===== src/rtl/scan_sel_ctrl.sv =====
// Sweep sequencer for a 2-to-4 one-hot decoder stage.
// Walks the unmasked outputs in ascending order with a dwell and a blanking gap.
module scan_sel_ctrl #(
  parameter int DWELL_W   = 8,
  parameter int BLANK_CYC = 2
) (
  input  logic               clk,
  input  logic               rst,
  input  logic               start,
  input  logic               stop,
  input  logic               cont,
  input  logic [3:0]         mask,
  input  logic [DWELL_W-1:0] dwell,
  output logic [1:0]         sel,
  output logic               sel_en,
  output logic               busy,
  output logic               chan_strobe,
  output logic               sweep_done
);

  localparam int BW = (BLANK_CYC > 2) ? $clog2(BLANK_CYC) : 1;
  localparam logic [BW-1:0] BLK_LD =
    BW'((BLANK_CYC > 0) ? BLANK_CYC - 1 : 0);

  typedef enum logic [1:0] {
    IDLE   = 2'd0,
    ACTIVE = 2'd1,
    BLANK  = 2'd2
  } state_t;

  state_t             state, nstate;
  logic [DWELL_W-1:0] cnt, ncnt;
  logic [BW-1:0]      blk, nblk;
  logic [3:0]         mask_l, nmask;
  logic [DWELL_W-1:0] dwell_l, ndwell;
  logic [1:0]         nsel;
  logic               nstrobe, ndone;
  logic               eoc;
  logic               has_next;
  logic [1:0]         nxt;

  function automatic logic [1:0] low_bit(input logic [3:0] m);
    low_bit = 2'd0;
    for (int i = 3; i >= 0; i--)
      if (m[i]) low_bit = 2'(i);
  endfunction

  // A dwell of 0 behaves as 1; the counter holds remaining cycles minus one.
  function automatic logic [DWELL_W-1:0] ld(input logic [DWELL_W-1:0] d);
    ld = (d == '0) ? '0 : d - 1'b1;
  endfunction

  // Next unmasked channel above the current one within this sweep.
  always_comb begin
    has_next = 1'b0;
    nxt      = sel;
    for (int i = 3; i >= 0; i--) begin
      if (mask_l[i] && (i > int'(sel))) begin
        has_next = 1'b1;
        nxt      = 2'(i);
      end
    end
  end

  // Next-state and next-output logic.
  always_comb begin
    nstate  = state;
    nsel    = sel;
    ncnt    = cnt;
    nblk    = blk;
    nmask   = mask_l;
    ndwell  = dwell_l;
    nstrobe = 1'b0;
    ndone   = 1'b0;
    eoc     = 1'b0;
    unique case (state)
      IDLE: begin
        if (start && !stop && (mask != 4'd0)) begin
          nstate  = ACTIVE;
          nsel    = low_bit(mask);
          nmask   = mask;
          ndwell  = dwell;
          ncnt    = ld(dwell);
          nstrobe = 1'b1;
        end
      end
      ACTIVE: begin
        if (stop) begin
          nstate = IDLE;
        end else if (cnt != '0) begin
          ncnt = cnt - 1'b1;
        end else if (BLANK_CYC > 0) begin
          nstate = BLANK;
          nblk   = BLK_LD;
        end else begin
          eoc = 1'b1;
        end
      end
      BLANK: begin
        if (stop) begin
          nstate = IDLE;
        end else if (blk != '0) begin
          nblk = blk - 1'b1;
        end else begin
          eoc = 1'b1;
        end
      end
      default: nstate = IDLE;
    endcase
    if (eoc) begin
      if (has_next) begin
        nstate  = ACTIVE;
        nsel    = nxt;
        ncnt    = ld(dwell_l);
        nstrobe = 1'b1;
      end else begin
        ndone = 1'b1;
        if (cont && (mask != 4'd0)) begin
          nstate  = ACTIVE;
          nsel    = low_bit(mask);
          nmask   = mask;
          ndwell  = dwell;
          ncnt    = ld(dwell);
          nstrobe = 1'b1;
        end else begin
          nstate = IDLE;
        end
      end
    end
  end

  // State, latches and registered outputs.
  always_ff @(posedge clk) begin
    if (rst) begin
      state       <= IDLE;
      cnt         <= '0;
      blk         <= '0;
      mask_l      <= '0;
      dwell_l     <= '0;
      sel         <= 2'd0;
      sel_en      <= 1'b0;
      busy        <= 1'b0;
      chan_strobe <= 1'b0;
      sweep_done  <= 1'b0;
    end else begin
      state       <= nstate;
      cnt         <= ncnt;
      blk         <= nblk;
      mask_l      <= nmask;
      dwell_l     <= ndwell;
      sel         <= nsel;
      sel_en      <= (nstate == ACTIVE);
      busy        <= (nstate != IDLE);
      chan_strobe <= nstrobe;
      sweep_done  <= ndone;
    end
  end

endmodule


===== config.mk =====
export PLATFORM = sky130hd
export DESIGN_NAME = scan_sel_ctrl
export DESIGN_NICKNAME = d
export VERILOG_FILES = /design/src/rtl/scan_sel_ctrl.sv
export SDC_FILE = /design/constraint.sdc
export NUM_CORES = 1
export LEC_CHECK = 0
export BUFFER_PORTS_ARGS = -buffer_cell sky130_fd_sc_hd__buf_2
export CORE_MARGIN = 2
export CORE_UTILIZATION = 58
export DETAILED_ROUTE_END_ITERATION = 7
export MAX_ROUTING_LAYER = met4
export PLACE_DENSITY = 0.78
export SYNTH_ARGS = -nofsm -noshare
export SYNTH_HDL_FRONTEND = slang
export SYNTH_SLANG_ARGS = --single-unit

===== constraint.sdc =====
create_clock -name clk -period 2.7 [get_ports clk]
set_input_delay 0.27 -clock clk [delete_from_list [all_inputs] [get_ports clk]]
set_output_delay 0.27 -clock clk [all_outputs]
set_load 0.005 [all_outputs]

==> results of run 1 <==
[critical path: stages (launching register included)]
cell                       delay, ns
sky130_fd_sc_hd__dfxtp_1        0.36
sky130_fd_sc_hd__inv_1          0.08
sky130_fd_sc_hd__ha_1           0.16
sky130_fd_sc_hd__or4b_4         0.51
sky130_fd_sc_hd__o31ai_4        0.32
sky130_fd_sc_hd__o21ai_1        0.12
sky130_fd_sc_hd__a211oi_1       0.26
sky130_fd_sc_hd__o221ai_1       0.14
[state kept, by name, indices dropped and copies added, names as in the netlist]
name,cells
cnt,8
state,2
mask_l,3
sel_en,1
blk,1
sel,2
chan_strobe,1
busy,1
dwell_l,8
sweep_done,1
[cell families after synthesis]
group           after synthesis  synth area share
compound gates               78             0.279
xor+xnor                     10            0.0460
fa+ha+maj                     5            0.0329
buf+inv                      26            0.0552
flops                        28             0.295
mux                           4            0.0224
simple gates                 94             0.270
[metrics by stage]
stage | hold slack (ns) | utilization
floorplan | 0.431 | -
global placement | 0.479 | 0.663
detailed placement | 0.476 | 0.663
CTS | 0.209 | 0.680
global route | 0.209 | 0.680
finish | 0.208 | 0.680
[placed cells by master, fill, tap and decap left out, types with 4 or more instances in the layout]
cell type,synthesis,layout
sky130_fd_sc_hd__o211ai_1,5,5
sky130_fd_sc_hd__nor2b_1,5,5
sky130_fd_sc_hd__nor4_1,7,7
sky130_fd_sc_hd__dfxtp_1,28,28
sky130_fd_sc_hd__o221ai_1,4,4
sky130_fd_sc_hd__nand2_1,14,14
sky130_fd_sc_hd__o21ai_1,4,4
sky130_fd_sc_hd__a21oi_1,20,20
sky130_fd_sc_hd__nor2_1,21,21
sky130_fd_sc_hd__buf_2,3,22
sky130_fd_sc_hd__ha_1,5,5
sky130_fd_sc_hd__o21ai_0,17,17
sky130_fd_sc_hd__inv_1,17,17
sky130_fd_sc_hd__xnor2_1,6,6
sky130_fd_sc_hd__nand3_1,16,16
sky130_fd_sc_hd__xor2_1,4,4
sky130_fd_sc_hd__nor3_1,6,6
[layout make-up]
type | count | area, µm² | share of cell area
multi-input combinational | 191 | 1240 | 0.591
clock buffer | 3 | 22.5 | 0.0108
sequential | 28 | 561 | 0.268
timing repair buffer | 24 | 125 | 0.0597
clock inverter | 1 | 30.0 | 0.0143
inverter | 17 | 63.8 | 0.0305
tap | 44 | 55.1 | 0.0263
[layer usage]
metal	track usage	wire length, µm
met1	0.356	2150
met2	0.432	2140
met3	0.0231	244
met4	0.0870	104
met5	-	0
[worst paths after layout]
| check | from | end | depth (start not counted) |
|---|---|---|---|
| setup / recovery | cnt[0]$_SDFF_PP0_ | cnt[3]$_SDFF_PP0_ | 7 |
| hold reg to reg | mask_l[1]$_SDFF_PP0_ | mask_l[1]$_SDFF_PP0_ | 2 |
| setup reg to reg | cnt[0]$_SDFF_PP0_ | cnt[3]$_SDFF_PP0_ | 7 |
| hold / removal | dwell[5] | dwell_l[5]$_SDFF_PP0_ | 3 |
[report_power, final]
part | total, mW | switching (mW) | internal [mW]
combinational | 0.258 | 0.151 | 0.107
sequential | 0.462 | 0.0246 | 0.438
clock | 0.277 | 0.127 | 0.150
total | 0.998 | 0.303 | 0.695
==> load_flow_metrics.sql, run 1 <==
INSERT INTO impl_metrics (metric_group, metric, value, unit) VALUES
('synthesis', 'synth.top_cell.area_share', '0.295', ''),
('route', 'routed-via-count', '1896', ''),
('run', 'max-cap-violations', '0', ''),
('floorplan', 'initial_utilization', '0.618', ''),
('clock_network', 'clockBufferDepth', '2', ''),
('status', 'outcome', 'completed', ''),
('route', 'route.detailed.vias_per_inst', '6.16', ''),
('timing', 'rsz0062_at_grt', 'false', ''),
('timing', 'slew_viol_final', '0', ''),
('clock_network', 'clkTransAtPathRegs', '0.15', 'ns'),
('global_route', 'grt_first_pass_wirelength', '7.42', 'mm'),
('route', 'final_antenna_net_count', '0', ''),
('synthesis', 'dominant_cell_type_by_area_after_synthesis', 'sky130_fd_sc_hd__dfxtp_1', ''),
('clock_network', 'ctsResizeCount', '0', ''),
('floorplan', 'core_region_area', '3080', 'µm²'),
('timing', 'final-hold-violation-count', '0', ''),
('synthesis', 'post_synth_instance_area', '1900', 'µm²'),
('place', 'post_dp_cell_area', '2040', 'µm²'),
('synthesis', 'syn_inst', '245', ''),
('clock_network', 'tritoncts', 'yes', ''),
('power_and_ir_drop', 'ir_worst_vdd', '0.252', 'mV'),
('timing', 'period_share', '0.765', ''),
('synthesis', 'async_flop_share', '0', ''),
('power_and_ir_drop', 'p_total', '0.998', 'mW'),
('timing', 'total_negative_setup_slack', '0', 'ns'),
('route', 'drt-pass1-iter-count', '4', ''),
('synthesis', 'synth.yosys.seq_area_share', '0.295', ''),
('floorplan', 'fp.dieArea', '3760', 'µm²'),
('place', 'port_buffers', '22', ''),
('route', 'postRouteWirelength', '4.64', 'mm'),
('synthesis', 'synth_top_cells_by_count', '28 x sky130_fd_sc_hd__dfxtp_1, 21 x sky130_fd_sc_hd__nor2_1, 20 x sky130_fd_sc_hd__a21oi_1, 17 x sky130_fd_sc_hd__inv_1, 17 x sky130_fd_sc_hd__o21ai_0', ''),
('finish', 'fin_nets', '287', ''),
('synthesis', 'synthFlopType', 'sky130_fd_sc_hd__dfxtp_1', ''),
('timing', 'maxClockFrequency', '484', 'MHz'),
('synthesis', 'yosysUniqueCellTypes', '59', ''),
('clock_network', 'cts.hold.buffers_added', '0', ''),
('route', 'first_iter_violations', '134', ''),
('timing', 'relative_slew_slack', '0.574', ''),
('timing', 'finalClockSkew', '0.00480', 'ns'),
('place', 'place_ws', '0.675', 'ns'),
('global_route', 'grt_pass1_vias', '1627', ''),
('timing', 'layout_min_cycle_time', '2.06', 'ns'),
('floorplan', 'die_w', '61.3', 'µm'),
('power_and_ir_drop', 'leak', '0.815', 'nW'),
('synthesis', 'post_synth.cell_area_avg', '7.77', 'µm²'),
('synthesis', 'synth.most_common_cell', 'sky130_fd_sc_hd__dfxtp_1', ''),
('worst_setup_path', 'crit_required', '2.92', 'ns'),
('clock_network', 'clock_insertion_delay_worst_skew', '0.33', 'ns'),
('worst_setup_path', 'critical_path_peak_fanout', '7', ''),
('finish', 'layout.filler_cells', '281', ''),
('floorplan', 'pin_count', '23', ''),
('worst_setup_path', 'crit_path_end_kind', 'register', ''),
('route', 'routedWlPerCell', '15.1', 'µm'),
('synthesis', 'post_synth_main_area_contributors', 'sky130_fd_sc_hd__dfxtp_1 29%, sky130_fd_sc_hd__a21oi_1 5.3%, sky130_fd_sc_hd__o21ai_0 4.5%, sky130_fd_sc_hd__nand3_1 4.2%, sky130_fd_sc_hd__nor2_1 4.1%', ''),
('worst_setup_path', 'critical_path.startpoint_type', 'register', ''),
('finish', 'antennaDiodeCount', '0', ''),
('synthesis', 'synth.net_count', '267', ''),
('floorplan', 'rows', '20', ''),
('place', 'dp.cells', '304', ''),
('finish', 'syn_to_layout_area_delta', '10.1', '%'),
('clock_network', 'root_buffer', 'sky130_fd_sc_hd__clkbuf_4', ''),
('route', 'route.detailed.drc', '0', ''),
('finish', 'final-instance-count-excl-fill', '308', ''),
('timing', 'finalWorstSetupSlack', '0.635', 'ns'),
('global_route', 'grt_max_degree', '19', ''),
('worst_setup_path', 'worstPathArrival', '2.29', 'ns'),
('finish', 'final_layout_size_suffix_gt1_frac', '0.152', ''),
('timing', 'worst-slew-pin-transition', '0.634', 'ns'),
('place', 'place_congestion', '0.918', ''),
('power_and_ir_drop', 'p_per_area', '476', 'nW/µm²'),
('clock_network', 'cts_buffers', '3', '');
No activity file was read; power rests on OpenSTA's default activity.
==> inputs of run 2 (changes only) <==
--- a/config.mk
+++ b/config.mk
@@ -5,12 +5,13 @@
 export SDC_FILE = /design/constraint.sdc
 export NUM_CORES = 1
 export LEC_CHECK = 0
+export ABC_AREA = 1
 export BUFFER_PORTS_ARGS = -buffer_cell sky130_fd_sc_hd__buf_2
 export CORE_MARGIN = 2
 export CORE_UTILIZATION = 58
 export DETAILED_ROUTE_END_ITERATION = 7
 export MAX_ROUTING_LAYER = met4
-export PLACE_DENSITY = 0.78
+export PLACE_DENSITY = 0.77
 export SYNTH_ARGS = -nofsm -noshare
 export SYNTH_HDL_FRONTEND = slang
 export SYNTH_SLANG_ARGS = --single-unit
==> constraint.sdc (replaced) <==
create_clock -name clk -period 1.9 [get_ports clk]
set_input_delay 0.19 -clock clk [delete_from_list [all_inputs] [get_ports clk]]
set_output_delay 0.19 -clock clk [all_outputs]
set_load 0.005 [all_outputs]
==> run 2 against run 1 <==
Compared with the run above: final area rose by 3.9%; global-route usage fell by 0.93 points; critical path depth rose by 2; highest routed layer unchanged; critical path type unchanged; clock power rose by 47%; first-iteration DRC count fell by 10%; utilization fell by 2.3 points; via count rose by 2.3%; combinational power rose by 66%.
==> load_flow_metrics.sql, run 2 <==
INSERT INTO impl_metrics (metric_group, metric, value, unit) VALUES
('status', 'outcome', 'completed', ''),
('finish', 'final_area', '2180', 'µm²'),
('floorplan', 'chipHeight', '62.5', 'µm'),
('worst_setup_path', 'cpLargestDelayFamily', 'simple AND/OR/NAND/NOR gates', ''),
('synthesis', 'dominant_cell_type_by_area_after_synthesis', 'sky130_fd_sc_hd__dfxtp_1', ''),
('global_route', 'grt_max_degree', '21', ''),
('synthesis', 'syn_inst', '307', ''),
('synthesis', 'synthFlopType', 'sky130_fd_sc_hd__dfxtp_1', ''),
('floorplan', 'core_region_area', '3310', 'µm²'),
('clock_network', 'tritoncts', 'yes', ''),
('power_and_ir_drop', 'leak', '1.06', 'nW'),
('timing', 'slew_viol_final', '0', ''),
('timing', 'setup_viol', '0', ''),
('floorplan', 'fp.dieArea', '3910', 'µm²'),
('worst_setup_path', 'crit_path_end_kind', 'register', ''),
('finish', 'syn_to_layout_area_delta', '9.57', '%'),
('synthesis', 'ys_ff_latch', '28', ''),
('clock_network', 'ctsResizeCount', '0', ''),
('synthesis', 'synth-edff-count', '0', ''),
('power_and_ir_drop', 'ir_worst_vdd', '0.462', 'mV'),
('route', 'route.detailed.drc', '0', ''),
('timing', 'finalClockSkew', '0.00682', 'ns'),
('clock_network', 'root_buffer', 'sky130_fd_sc_hd__clkbuf_4', ''),
('finish', 'layout.cells.most_common', 'sky130_fd_sc_hd__nand2_1', ''),
('route', 'routedWlPerCell', '12.0', 'µm'),
('worst_setup_path', 'worstPathArrival', '1.92', 'ns'),
('floorplan', 'pin_count', '23', ''),
('timing', 'relative_slew_slack', '0.703', ''),
('timing', 'maxClockFrequency', '604', 'MHz'),
('global_route', 'grt_use_total', '0.259', ''),
('clock_network', 'htree_num_levels', '1', ''),
('clock_network', 'cts_setup_buffers', '0', ''),
('run', 'max-cap-violations', '0', ''),
('synthesis', 'async_flop_share', '0', ''),
('worst_setup_path', 'crit_path_top_delay_cell', 'sky130_fd_sc_hd__dfxtp_1', ''),
('finish', 'final_layout_size_suffix_gt1_frac', '0.174', ''),
('worst_setup_path', 'crit_path_max_incr_delay', '0.44', 'ns'),
('clock_network', 'cts_buffers', '3', ''),
('timing', 'total_negative_setup_slack', '0', 'ns'),
('synthesis', 'synth.net_count', '329', ''),
('floorplan', 'die_w', '62.5', 'µm'),
('synthesis', 'synth_top_cells_by_count', '69 x sky130_fd_sc_hd__nand2_1, 44 x sky130_fd_sc_hd__nor2_1, 35 x sky130_fd_sc_hd__inv_1, 28 x sky130_fd_sc_hd__dfxtp_1, 26 x sky130_fd_sc_hd__nand3_1', ''),
('timing', 'worst-slew-pin-transition', '0.445', 'ns'),
('route', 'drt-pass1-iter-count', '4', ''),
('synthesis', 'yosysUniqueCellTypes', '31', ''),
('place', 'place_congestion', '0.910', ''),
('power_and_ir_drop', 'p_per_area', '690', 'nW/µm²'),
('place', 'post_dp_cell_area', '2120', 'µm²'),
('place', 'half_perimeter_wire_length_after_detailed_placement', '3.61', 'mm'),
('global_route', 'grt_pass1_vias', '1760', ''),
('worst_setup_path', 'critical_path.startpoint_type', 'register', ''),
('synthesis', 'post_synth.cell_area_avg', '6.47', 'µm²'),
('timing', 'layout_min_cycle_time', '1.66', 'ns'),
('floorplan', 'initial_utilization', '0.600', ''),
('clock_network', 'clock_insertion_delay_worst_skew', '0.34', 'ns'),
('worst_setup_path', 'worstPathCellList', 'nand2_1, nand2_2, nand3_4, inv_2, nand3_4, nand2_2, inv_4, o21ai_1, a21oi_2', ''),
('route', 'route.detailed.vias_per_inst', '5.19', ''),
('clock_network', 'cts.hold.buffers_added', '0', ''),
('clock_network', 'cts.sink_count', '28', ''),
('global_route', 'grt.overflow.total', '0', ''),
('worst_setup_path', 'criticalPathCategory', 'register to register', ''),
('finish', 'fin_nets', '351', ''),
('route', 'final_antenna_net_count', '0', ''),
('global_route', 'antenna_found_initial', '0', ''),
('synthesis', 'synth.top_cell.area_share', '0.282', ''),
('timing', 'period_share', '0.872', ''),
('timing', 'final-hold-violation-count', '0', ''),
('synthesis', 'synth.yosys.seq_area_share', '0.282', ''),
('synthesis', 'synth.most_common_cell', 'sky130_fd_sc_hd__nand2_1', ''),
('global_route', 'grt_first_pass_wirelength', '7.98', 'mm'),
('hold_path', 'timing.hold.worst.class', 'primary input to register', ''),
('route', 'postRouteWirelength', '4.50', 'mm'),
('synthesis', 'post_synth_instance_area', '1990', 'µm²'),
('finish', 'antennaDiodeCount', '0', ''),
('place', 'port_buffers', '22', ''),
('route', 'first_iter_violations', '120', ''),
('finish', 'final_cell_mix', '69 x sky130_fd_sc_hd__nand2_1, 44 x sky130_fd_sc_hd__nor2_1, 35 x sky130_fd_sc_hd__inv_1', ''),
('timing', 'rsz0062_at_grt', 'false', ''),
('clock_network', 'clkTransAtPathRegs', '0.16', 'ns'),
('route', 'routed-via-count', '1940', ''),
('synthesis', 'yosys_warnings', '0', ''),
('worst_setup_path', 'worst-path-buf-inv', '2', ''),
('clock_network', 'clockBufferDepth', '2', ''),
('worst_setup_path', 'crit_required', '2.16', 'ns'),
('finish', 'reg.largest.list', 'cnt: 8 flops, dwell_l: 8 flops, mask_l: 3 flops', ''),
('floorplan', 'rows', '21', ''),
('synthesis', 'post_synth_main_area_contributors', 'sky130_fd_sc_hd__dfxtp_1 28%, sky130_fd_sc_hd__nand2_1 13%, sky130_fd_sc_hd__nor2_1 8.3%, sky130_fd_sc_hd__inv_1 6.6%, sky130_fd_sc_hd__nand3_1 6.5%', ''),
('worst_setup_path', 'critical_path_peak_fanout', '20', '');
run 2: changes by cell type in the layout (fill, tap and decap cells not counted), sizes merged, moves of 7 or more:
cell / change
inv: +26
nand2: +64
nand3: +13
nor2: +28
nor4: -8
o21ai: -7
run 2: worst paths after layout:
check | from | to | slack, ns | cells past startpoint
setup reg to reg | sel[1]$_SDFFE_PP0P_ | dwell_l[1]$_SDFF_PP0_ | 0.24 | 9
hold / removal | mask[3] | mask_l[3]$_SDFF_PP0_ | 0.10 | 3
hold reg to reg | dwell_l[1]$_SDFF_PP0_ | dwell_l[1]$_SDFF_PP0_ | 0.50 | 2
setup / recovery | sel[1]$_SDFFE_PP0P_ | dwell_l[1]$_SDFF_PP0_ | 0.24 | 9
run 2: cell type report:
class                      count  area, µm²
multi-input combinational    231       1230
fill                         334       1130
sequential                    28        561
inverter                      43        166
timing repair buffer          22        110
tap                           46       57.6
clock inverter                 1       30.0
clock buffer                   3       22.5
run 2: stage by stage:
step	total power, mW	hold slack [ns]	worst slack, ns	std cells	util
6_report	1.50	0.101	0.244	374	0.658
5_1_grt	1.60	0.114	0.0469	374	0.658
4_1_cts	1.50	0.0986	0.238	374	0.658
3_5_place_dp	1.11	0.470	0.257	370	0.642
3_3_place_gp	1.10	0.473	0.277	370	0.642
2_1_floorplan	1.01	0.325	0.560	307	-
run 2: tightest hold or removal path: cells and delay by family:
| kind | cells | cell delay [ns] |
|---|---|---|
| compound gates | 1 | 0.07 |
| buf+inv | 1 | 0.10 |
| simple gates | 1 | 0.07 |
run 2: layer usage:
layer | vias to the layer above | track usage | routed length [µm]
li1 | 1024 | - | -
met1 | 862 | 0.348 | 2200
met2 | 47 | 0.411 | 2070
met3 | 7 | 0.0234 | 166
met4 | 0 | 0.0889 | 74
met5 | - | - | 0
run 2: kinds of logic after synthesis:
group                      Yosys count  synth area share
AOI/OAI and AO/OA                   43             0.126
buffers and inverters               48            0.0989
adders and majority gates            5            0.0315
xor gates and xnor gates            11            0.0485
and+or+nand+nor                    172             0.413
DFF                                 28             0.282
run 2: report_power, final:
group	total, mW	leakage [nW]	switching [mW]	internal, mW
Combinational	0.428	0.806	0.272	0.156
Sequential	0.667	0.230	0.0369	0.630
Clock	0.406	0.0279	0.193	0.214
